--- src/rtl/line_mem_requester_if.sv ---
// CPU-side request/response handshake of the line-memory requester.
// master = execute stage, slave = requester.
interface line_mem_requester_if #(
    parameter int MEM_AW = 14
);
    logic              req_valid;
    logic              req_ready;
    logic              req_we;
    logic [1:0]        req_size;
    logic              req_signed;
    logic [MEM_AW+1:0] req_addr;
    logic [31:0]       req_wdata;
    logic              resp_valid;
    logic              resp_ready;
    logic [31:0]       resp_rdata;
    logic              resp_err;

    modport master (
        output req_valid, req_we, req_size, req_signed, req_addr, req_wdata, resp_ready,
        input  req_ready, resp_valid, resp_rdata, resp_err
    );

    modport slave (
        input  req_valid, req_we, req_size, req_signed, req_addr, req_wdata, resp_ready,
        output req_ready, resp_valid, resp_rdata, resp_err
    );
endinterface

--- src/rtl/line_mem_requester.sv ---
// Turns byte/half/word CPU loads and stores into 32-bit word accesses on a
// line memory without byte enables; sub-word stores use read-modify-write.
module line_mem_requester #(
    parameter int MEM_AW = 14,
    parameter int DW     = 32
) (
    input  logic                 clk,
    input  logic                 rst_n,
    line_mem_requester_if.slave  bus,
    output logic                 mem_en,
    output logic                 mem_we,
    output logic [MEM_AW-1:0]    mem_addr,
    output logic [DW-1:0]        mem_wdata,
    input  logic [DW-1:0]        mem_rdata
);
    localparam logic [2:0] IDLE  = 3'd0;
    localparam logic [2:0] RD    = 3'd1;
    localparam logic [2:0] MERGE = 3'd2;
    localparam logic [2:0] WR    = 3'd3;
    localparam logic [2:0] RESP  = 3'd4;

    logic [2:0]        state_q, state_d;
    logic [MEM_AW+1:0] addr_q, addr_d;
    logic [1:0]        size_q, size_d;
    logic              signed_q, signed_d;
    logic              we_q, we_d;
    logic [31:0]       sdata_q, sdata_d;
    logic [31:0]       wdata_q, wdata_d;
    logic [31:0]       rdata_q, rdata_d;
    logic              err_q, err_d;

    logic              acc_err_s;
    logic [4:0]        shift_s;
    logic [31:0]       lane_s;
    logic [31:0]       mask_s;

    assign acc_err_s = (bus.req_size == 2'd3)
                     | ((bus.req_size == 2'd1) & bus.req_addr[0])
                     | ((bus.req_size == 2'd2) & (bus.req_addr[1:0] != 2'd0));
    assign shift_s   = {addr_q[1:0], 3'b000};
    assign lane_s    = mem_rdata >> shift_s;
    assign mask_s    = ((size_q == 2'd0) ? 32'h0000_00FF : 32'h0000_FFFF) << shift_s;

    // Next-state and datapath for the one outstanding transaction.
    always_comb begin
        state_d  = state_q;
        addr_d   = addr_q;
        size_d   = size_q;
        signed_d = signed_q;
        we_d     = we_q;
        sdata_d  = sdata_q;
        wdata_d  = wdata_q;
        rdata_d  = rdata_q;
        err_d    = err_q;
        case (state_q)
            IDLE: begin
                if (bus.req_valid) begin
                    addr_d   = bus.req_addr;
                    size_d   = bus.req_size;
                    signed_d = bus.req_signed;
                    we_d     = bus.req_we;
                    sdata_d  = bus.req_wdata;
                    rdata_d  = 32'd0;
                    err_d    = acc_err_s;
                    if (acc_err_s) begin
                        state_d = RESP;
                    end else if (bus.req_we && (bus.req_size == 2'd2)) begin
                        wdata_d = bus.req_wdata;
                        state_d = WR;
                    end else begin
                        state_d = RD;
                    end
                end else begin
                    state_d = IDLE;
                end
            end
            RD: state_d = MERGE;
            MERGE: begin
                if (we_q) begin
                    // Only the addressed lane(s) take store data; the rest keeps memory.
                    wdata_d = (mem_rdata & ~mask_s) | ((sdata_q << shift_s) & mask_s);
                    state_d = WR;
                end else begin
                    case (size_q)
                        2'd0:    rdata_d = {{24{signed_q & lane_s[7]}}, lane_s[7:0]};
                        2'd1:    rdata_d = {{16{signed_q & lane_s[15]}}, lane_s[15:0]};
                        default: rdata_d = lane_s;
                    endcase
                    state_d = RESP;
                end
            end
            WR: state_d = RESP;
            RESP: begin
                if (bus.resp_ready) begin
                    state_d = IDLE;
                end else begin
                    state_d = RESP;
                end
            end
            default: state_d = IDLE;
        endcase
    end

    // State registers with synchronous active-low reset.
    always_ff @(posedge clk) begin
        if (!rst_n) begin
            state_q  <= IDLE;
            addr_q   <= '0;
            size_q   <= 2'd0;
            signed_q <= 1'b0;
            we_q     <= 1'b0;
            sdata_q  <= 32'd0;
            wdata_q  <= 32'd0;
            rdata_q  <= 32'd0;
            err_q    <= 1'b0;
        end else begin
            state_q  <= state_d;
            addr_q   <= addr_d;
            size_q   <= size_d;
            signed_q <= signed_d;
            we_q     <= we_d;
            sdata_q  <= sdata_d;
            wdata_q  <= wdata_d;
            rdata_q  <= rdata_d;
            err_q    <= err_d;
        end
    end

    // Gating with rst_n kills an in-flight access as soon as reset is asserted.
    assign mem_en     = rst_n & ((state_q == RD) | (state_q == WR));
    assign mem_we     = rst_n & (state_q == WR);
    assign mem_addr   = addr_q[MEM_AW+1:2];
    assign mem_wdata  = wdata_q;

    assign bus.req_ready  = (state_q == IDLE);
    assign bus.resp_valid = (state_q == RESP);
    assign bus.resp_rdata = rdata_q;
    assign bus.resp_err   = err_q;
endmodule
--- src/flat_wrapper.sv ---
// flat-port wrapper written by rule: the top's interface ports become plain ports
module line_mem_requester_flat 
#(
    parameter int MEM_AW = 14,
    parameter int DW     = 32
)
  (clk, rst_n, mem_en, mem_we, mem_addr, mem_wdata, mem_rdata, bus_req_valid, bus_req_we, bus_req_size, bus_req_signed, bus_req_addr, bus_req_wdata, bus_resp_ready, bus_req_ready, bus_resp_valid, bus_resp_rdata, bus_resp_err);
  line_mem_requester_if #(.MEM_AW(MEM_AW)) bus_i ();
  input  logic clk;
  input  logic rst_n;
  output logic mem_en;
  output logic mem_we;
  output logic [MEM_AW-1:0] mem_addr;
  output logic [DW-1:0] mem_wdata;
  input  logic [DW-1:0] mem_rdata;
  input wire logic [$bits(bus_i.req_valid)-1:0] bus_req_valid;
  input wire logic [$bits(bus_i.req_we)-1:0] bus_req_we;
  input wire logic [$bits(bus_i.req_size)-1:0] bus_req_size;
  input wire logic [$bits(bus_i.req_signed)-1:0] bus_req_signed;
  input wire logic [$bits(bus_i.req_addr)-1:0] bus_req_addr;
  input wire logic [$bits(bus_i.req_wdata)-1:0] bus_req_wdata;
  input wire logic [$bits(bus_i.resp_ready)-1:0] bus_resp_ready;
  output wire logic [$bits(bus_i.req_ready)-1:0] bus_req_ready;
  output wire logic [$bits(bus_i.resp_valid)-1:0] bus_resp_valid;
  output wire logic [$bits(bus_i.resp_rdata)-1:0] bus_resp_rdata;
  output wire logic [$bits(bus_i.resp_err)-1:0] bus_resp_err;
  assign bus_i.req_valid = bus_req_valid;
  assign bus_i.req_we = bus_req_we;
  assign bus_i.req_size = bus_req_size;
  assign bus_i.req_signed = bus_req_signed;
  assign bus_i.req_addr = bus_req_addr;
  assign bus_i.req_wdata = bus_req_wdata;
  assign bus_i.resp_ready = bus_resp_ready;
  assign bus_req_ready = bus_i.req_ready;
  assign bus_resp_valid = bus_i.resp_valid;
  assign bus_resp_rdata = bus_i.resp_rdata;
  assign bus_resp_err = bus_i.resp_err;
  line_mem_requester #(.MEM_AW(MEM_AW), .DW(DW)) u_core (.clk(clk), .rst_n(rst_n), .bus(bus_i), .mem_en(mem_en), .mem_we(mem_we), .mem_addr(mem_addr), .mem_wdata(mem_wdata), .mem_rdata(mem_rdata));
endmodule
--- config.mk ---
export PLATFORM = sky130hd
export DESIGN_NAME = line_mem_requester_flat
export DESIGN_NICKNAME = d
export VERILOG_FILES = /design/src/rtl/line_mem_requester_if.sv /design/src/rtl/line_mem_requester.sv /design/src/flat_wrapper.sv
export SDC_FILE = /design/constraint.sdc
export NUM_CORES = 1
export LEC_CHECK = 0
export ABC_AREA = 1
export BUFFER_PORTS_ARGS = -buffer_cell sky130_fd_sc_hd__buf_2
export CORE_MARGIN = 2
export CORE_UTILIZATION = 49
export CTS_BUF_LIST = sky130_fd_sc_hd__clkbuf_8
export CTS_CLUSTER_SIZE = 28
export DETAILED_ROUTE_END_ITERATION = 8
export PLACE_DENSITY = 0.83
export SETUP_SLACK_MARGIN = 0.15
export SLEW_MARGIN = 20
export SYNTH_ARGS = -nofsm -noshare
export SYNTH_HDL_FRONTEND = slang
export SYNTH_SLANG_ARGS = --single-unit
export TNS_END_PERCENT = 10
--- constraint.sdc ---
create_clock -name clk -period 1.24 [get_ports clk]
set_input_delay 0.062 -clock clk [delete_from_list [all_inputs] [get_ports clk]]
set_output_delay 0.062 -clock clk [all_outputs]
set_load 0.05 [all_outputs]
==> run_results.csv <==
group,metric,value,unit
logic_synthesis,syn-num-nets,1031,
clocking,cts_tree,"built",
detailed_routing,drtIter0Drc,741,
pwr,switching_share,34.9,%
clocking,clockBufferDepth,2,
sta,fmax,0.676,GHz
sta,grt_setup_unrepaired,"yes",
logic_synthesis,synthTopCellsByArea,"dfxtp_1 (37%), nand2_1 (22%), a21oi_1 (8.8%)",
clocking,clk_pin_slew,0.10,ns
logic_synthesis,syn-instance-count,943,
global_route,antenna_found_initial,0,
sta,min_period_over_period,119,%
finish,final_layout_size_suffix_gt1_share,34.3,%
floorplan,rows,40,
sta,setup_viol,112,
pwr,p_leak,4.39,nW
logic_synthesis,synth.largest_area_cell,"dfxtp_1",
pwr,combPwrFrac,33.2,%
status,violations,"negative setup slack",
pwr,p_sw,0.00329,W
sta,worst_slack,-0.239,ns
floorplan,fp.coreArea,0.0121,mm²
critical_path,ff2ff_path_depth,10,
global_route,global_route.usage.total,31.5,%
clocking,cts_sinks,112,
detailed_routing,firstDrtPassIters,6,
logic_synthesis,yosysSeqAreaShare,36.7,%
floorplan,die_height,116,µm
pwr,p_per_area,1050,mW/mm²
sta,hold_viol,0,
finish,final_cell_count_no_fill,1366,
worst_hold_path,worstHoldPathCells,3,
flow_run,cap_violations,0,
logic_synthesis,synth-seq-cells,112,
detailed_routing,drt.antenna.violating_nets,0,
global_route,grt_pass1_vias,6639,
sta,worst_pin_slew,0.394,ns
critical_path,rr_startpoint,"u_core.state_q[2]",
finish,diodes,0,
detailed_routing,drc,0,
pwr,power_frac_seq,41.2,%
floorplan,die_w,116,µm
logic_synthesis,ys_types,28,
logic_synthesis,synth_top_area_share,36.7,%
critical_path,cp_data_arrival_time,1.78,ns
detailed_routing,wire_per_inst,16.7,µm
critical_path,crit_fanout,8,
detailed_routing,vias_per_cell,5.36,
clocking,clk_latency,0.40,ns
finish,nets,1281,
worst_hold_path,worstHoldPathType,"input port to flop",
sta,slew_violations,0,
critical_path,startpoint,"u_core.state_q[2]",
place,gp_congestion,0.998,
clocking,h-tree-depth,3,
worst_hold_path,worst_hold_startpoint,"bus_req_addr[1]",
pwr,vdd_ir_drop_max,0.749,mV
clocking,cts_made_buffers,9,
critical_path,r2r_setup_slack,-0.24,ns
pwr,p_int,0.00614,W
detailed_routing,wirelength,22800,µm
logic_synthesis,avgSynthCellArea,6.49,µm²
critical_path,rr_endpoint,"u_core.mem_wdata[17]",
status,outcome,"finished with violations",
sta,fin_crit,1.48,ns
worst_hold_path,min_to,"u_core.addr_q[1]",
pwr,power,0.00943,W
logic_synthesis,synth_area,0.00612,mm²
floorplan,initial_core_util,50.5,%
place,port_buffers,170,
place,dp_cells,1282,
place,hpwl,14600,µm
critical_path,crit_path_start_kind,"flop",
global_route,grt_pass1_wl,33000,µm
global_route,grt-ovfl-total,0,
sta,fin_skew,0.0106,ns
floorplan,ioPinCount,171,
detailed_routing,via_count,7324,
logic_synthesis,yosysWarnings,0,
critical_path,worstSetupEndpointType,"flop",
critical_path,required,1.55,ns
sta,maxSlewHeadroom,73.5,%
global_route,grt_start_max_net_pins,49,
critical_path,critical_path_class,"flop to flop",
finish,area_growth,47.5,%
clocking,cts-root-buf,"clkbuf_8",
floorplan,die_area,0.0134,mm²
pwr,p_clk_share,25.6,%
layer usage:
metal / GRT usage [%] / up-vias / routed length [µm]
li1: - / 3497 / -
met1: 40.7 / 3350 / 9270
met2: 51.7 / 411 / 10800
met3: 5.70 / 66 / 2000
met4: 14.1 / 0 / 705
met5: 0 / - / 0
worst max-delay path: stages, from the launching register on:
cell	delay, ns
dfxtp_2	0.35
buf_4	0.14
nor2_4	0.13
nand2_4	0.09
nor2_4	0.14
nand2_4	0.11
nand2_4	0.14
buf_12	0.15
nand2_2	0.06
inv_1	0.04
nor2_1	0.03
layout by cell type, fill, tap and decap left out, types with 3 or more instances in the layout:
| master | n |
|---|---|
| buf_8 | 3 |
| nand3_2 | 4 |
| dfxtp_2 | 4 |
| nand2_4 | 14 |
| a21oi_2 | 31 |
| o21ai_1 | 18 |
| dlygate4sd3_1 | 48 |
| buf_12 | 13 |
| nor2_2 | 11 |
| dfxtp_1 | 107 |
| buf_4 | 78 |
| a21oi_1 | 78 |
| inv_2 | 14 |
| nand2_1 | 324 |
| inv_1 | 32 |
| inv_4 | 3 |
| nand3b_1 | 32 |
| buf_6 | 18 |
| buf_2 | 108 |
| nand3_1 | 35 |
| nand3_4 | 3 |
| nor2_1 | 58 |
| or2_0 | 6 |
| clkbuf_8 | 12 |
| nor2_4 | 9 |
| clkbuf_4 | 42 |
| nand2_2 | 26 |
| o21ai_0 | 24 |
| o211ai_1 | 22 |
final cells by class:
type                    count  area (µm²)
repair buffers            314        2530
fillers                   922        3090
inverters                  55         245
multi-input cells         701        3560
clock inverters             4        51.3
clock buffers              12         165
flip-flops and latches    112        2250
well taps                 168         210
registers in the layout, indices dropped and copies added (netlist names):
name,count
u_core.bus.resp_rdata,32
u_core.mem_wdata,32
u_core.sdata_q,24
u_core.addr_q,16
u_core.state_q,3
u_core.size_q,2
u_core.bus.resp_err,1
u_core.signed_q,1
u_core.we_q,1
cells by family (layout without fill, tap and decap cells):
group                  Yosys count  in the layout  synth area share [%]
DFF                            112            112                  36.7
and+or+nand+nor                525            525                  37.2
buffers and inverters          130            385                  10.6
AOI/OAI and AO/OA              176            176                  15.5
how the worst max path moves through the flow:
stage                                end  slack (ns)  depth (start not counted)
2_1_floorplan        u_core.mem_wdata[0]       -0.36                         11
3_3_place_gp        u_core.mem_wdata[29]       -0.26                          8
3_5_place_dp   u_core.bus.resp_rdata[18]       -0.25                          7
4_1_cts               u_core.sdata_q[13]       -0.14                          9
5_1_grt             u_core.mem_wdata[18]       -0.30                         10
6_report            u_core.mem_wdata[17]       -0.24                         10
per-stage QoR:
| stage | setup TNS, ns | util [%] | hold slack [ns] | setup WS (ns) | area (µm²) |
|---|---|---|---|---|---|
| final | -18.49 | 74.5 | 0.0309 | -0.239 | 9020 |
| after global routing | -25.60 | 74.5 | 0.0388 | -0.303 | 9020 |
| after CTS | -11.77 | 70.4 | 0.00682 | -0.142 | 8530 |
| after detailed placement | -15.84 | 61.7 | 0.318 | -0.248 | 7470 |
| after global placement | -13.60 | 61.7 | 0.311 | -0.256 | 7470 |
| after floorplan | -26.15 | - | 0.205 | -0.362 | 6120 |
timing repair:
action                                  4_1_cts  5_1_grt
pin swaps                                    10       23
endpoints found under the setup margin      130      163
endpoints found under the hold margin        49        0
cloned                                        4        2
hold buffers                                 48        0
gates resized for setup                      93      138
setup buffers                                 6        8
power groups by stage:
stage          combinational (W)  clock, W  sequential, W
6_report                 0.00313   0.00241        0.00389
5_1_grt                  0.00333   0.00254        0.00390
4_1_cts                  0.00280   0.00240        0.00387
3_5_place_dp             0.00244         0        0.00395
3_3_place_gp             0.00243         0        0.00395
2_1_floorplan            0.00147         0        0.00407
cell usage after synthesis (all sizes together):
cell	n
a21oi	109
a41oi	1
buf	51
clkbuf	24
clkinv	4
dfxtp	112
inv	51
nand2	364
nand3	42
nand3b	32
nor2	78
nor3	1
o211ai	22
o21ai	44
or2	8
No activity file was read; power rests on OpenSTA's default activity.
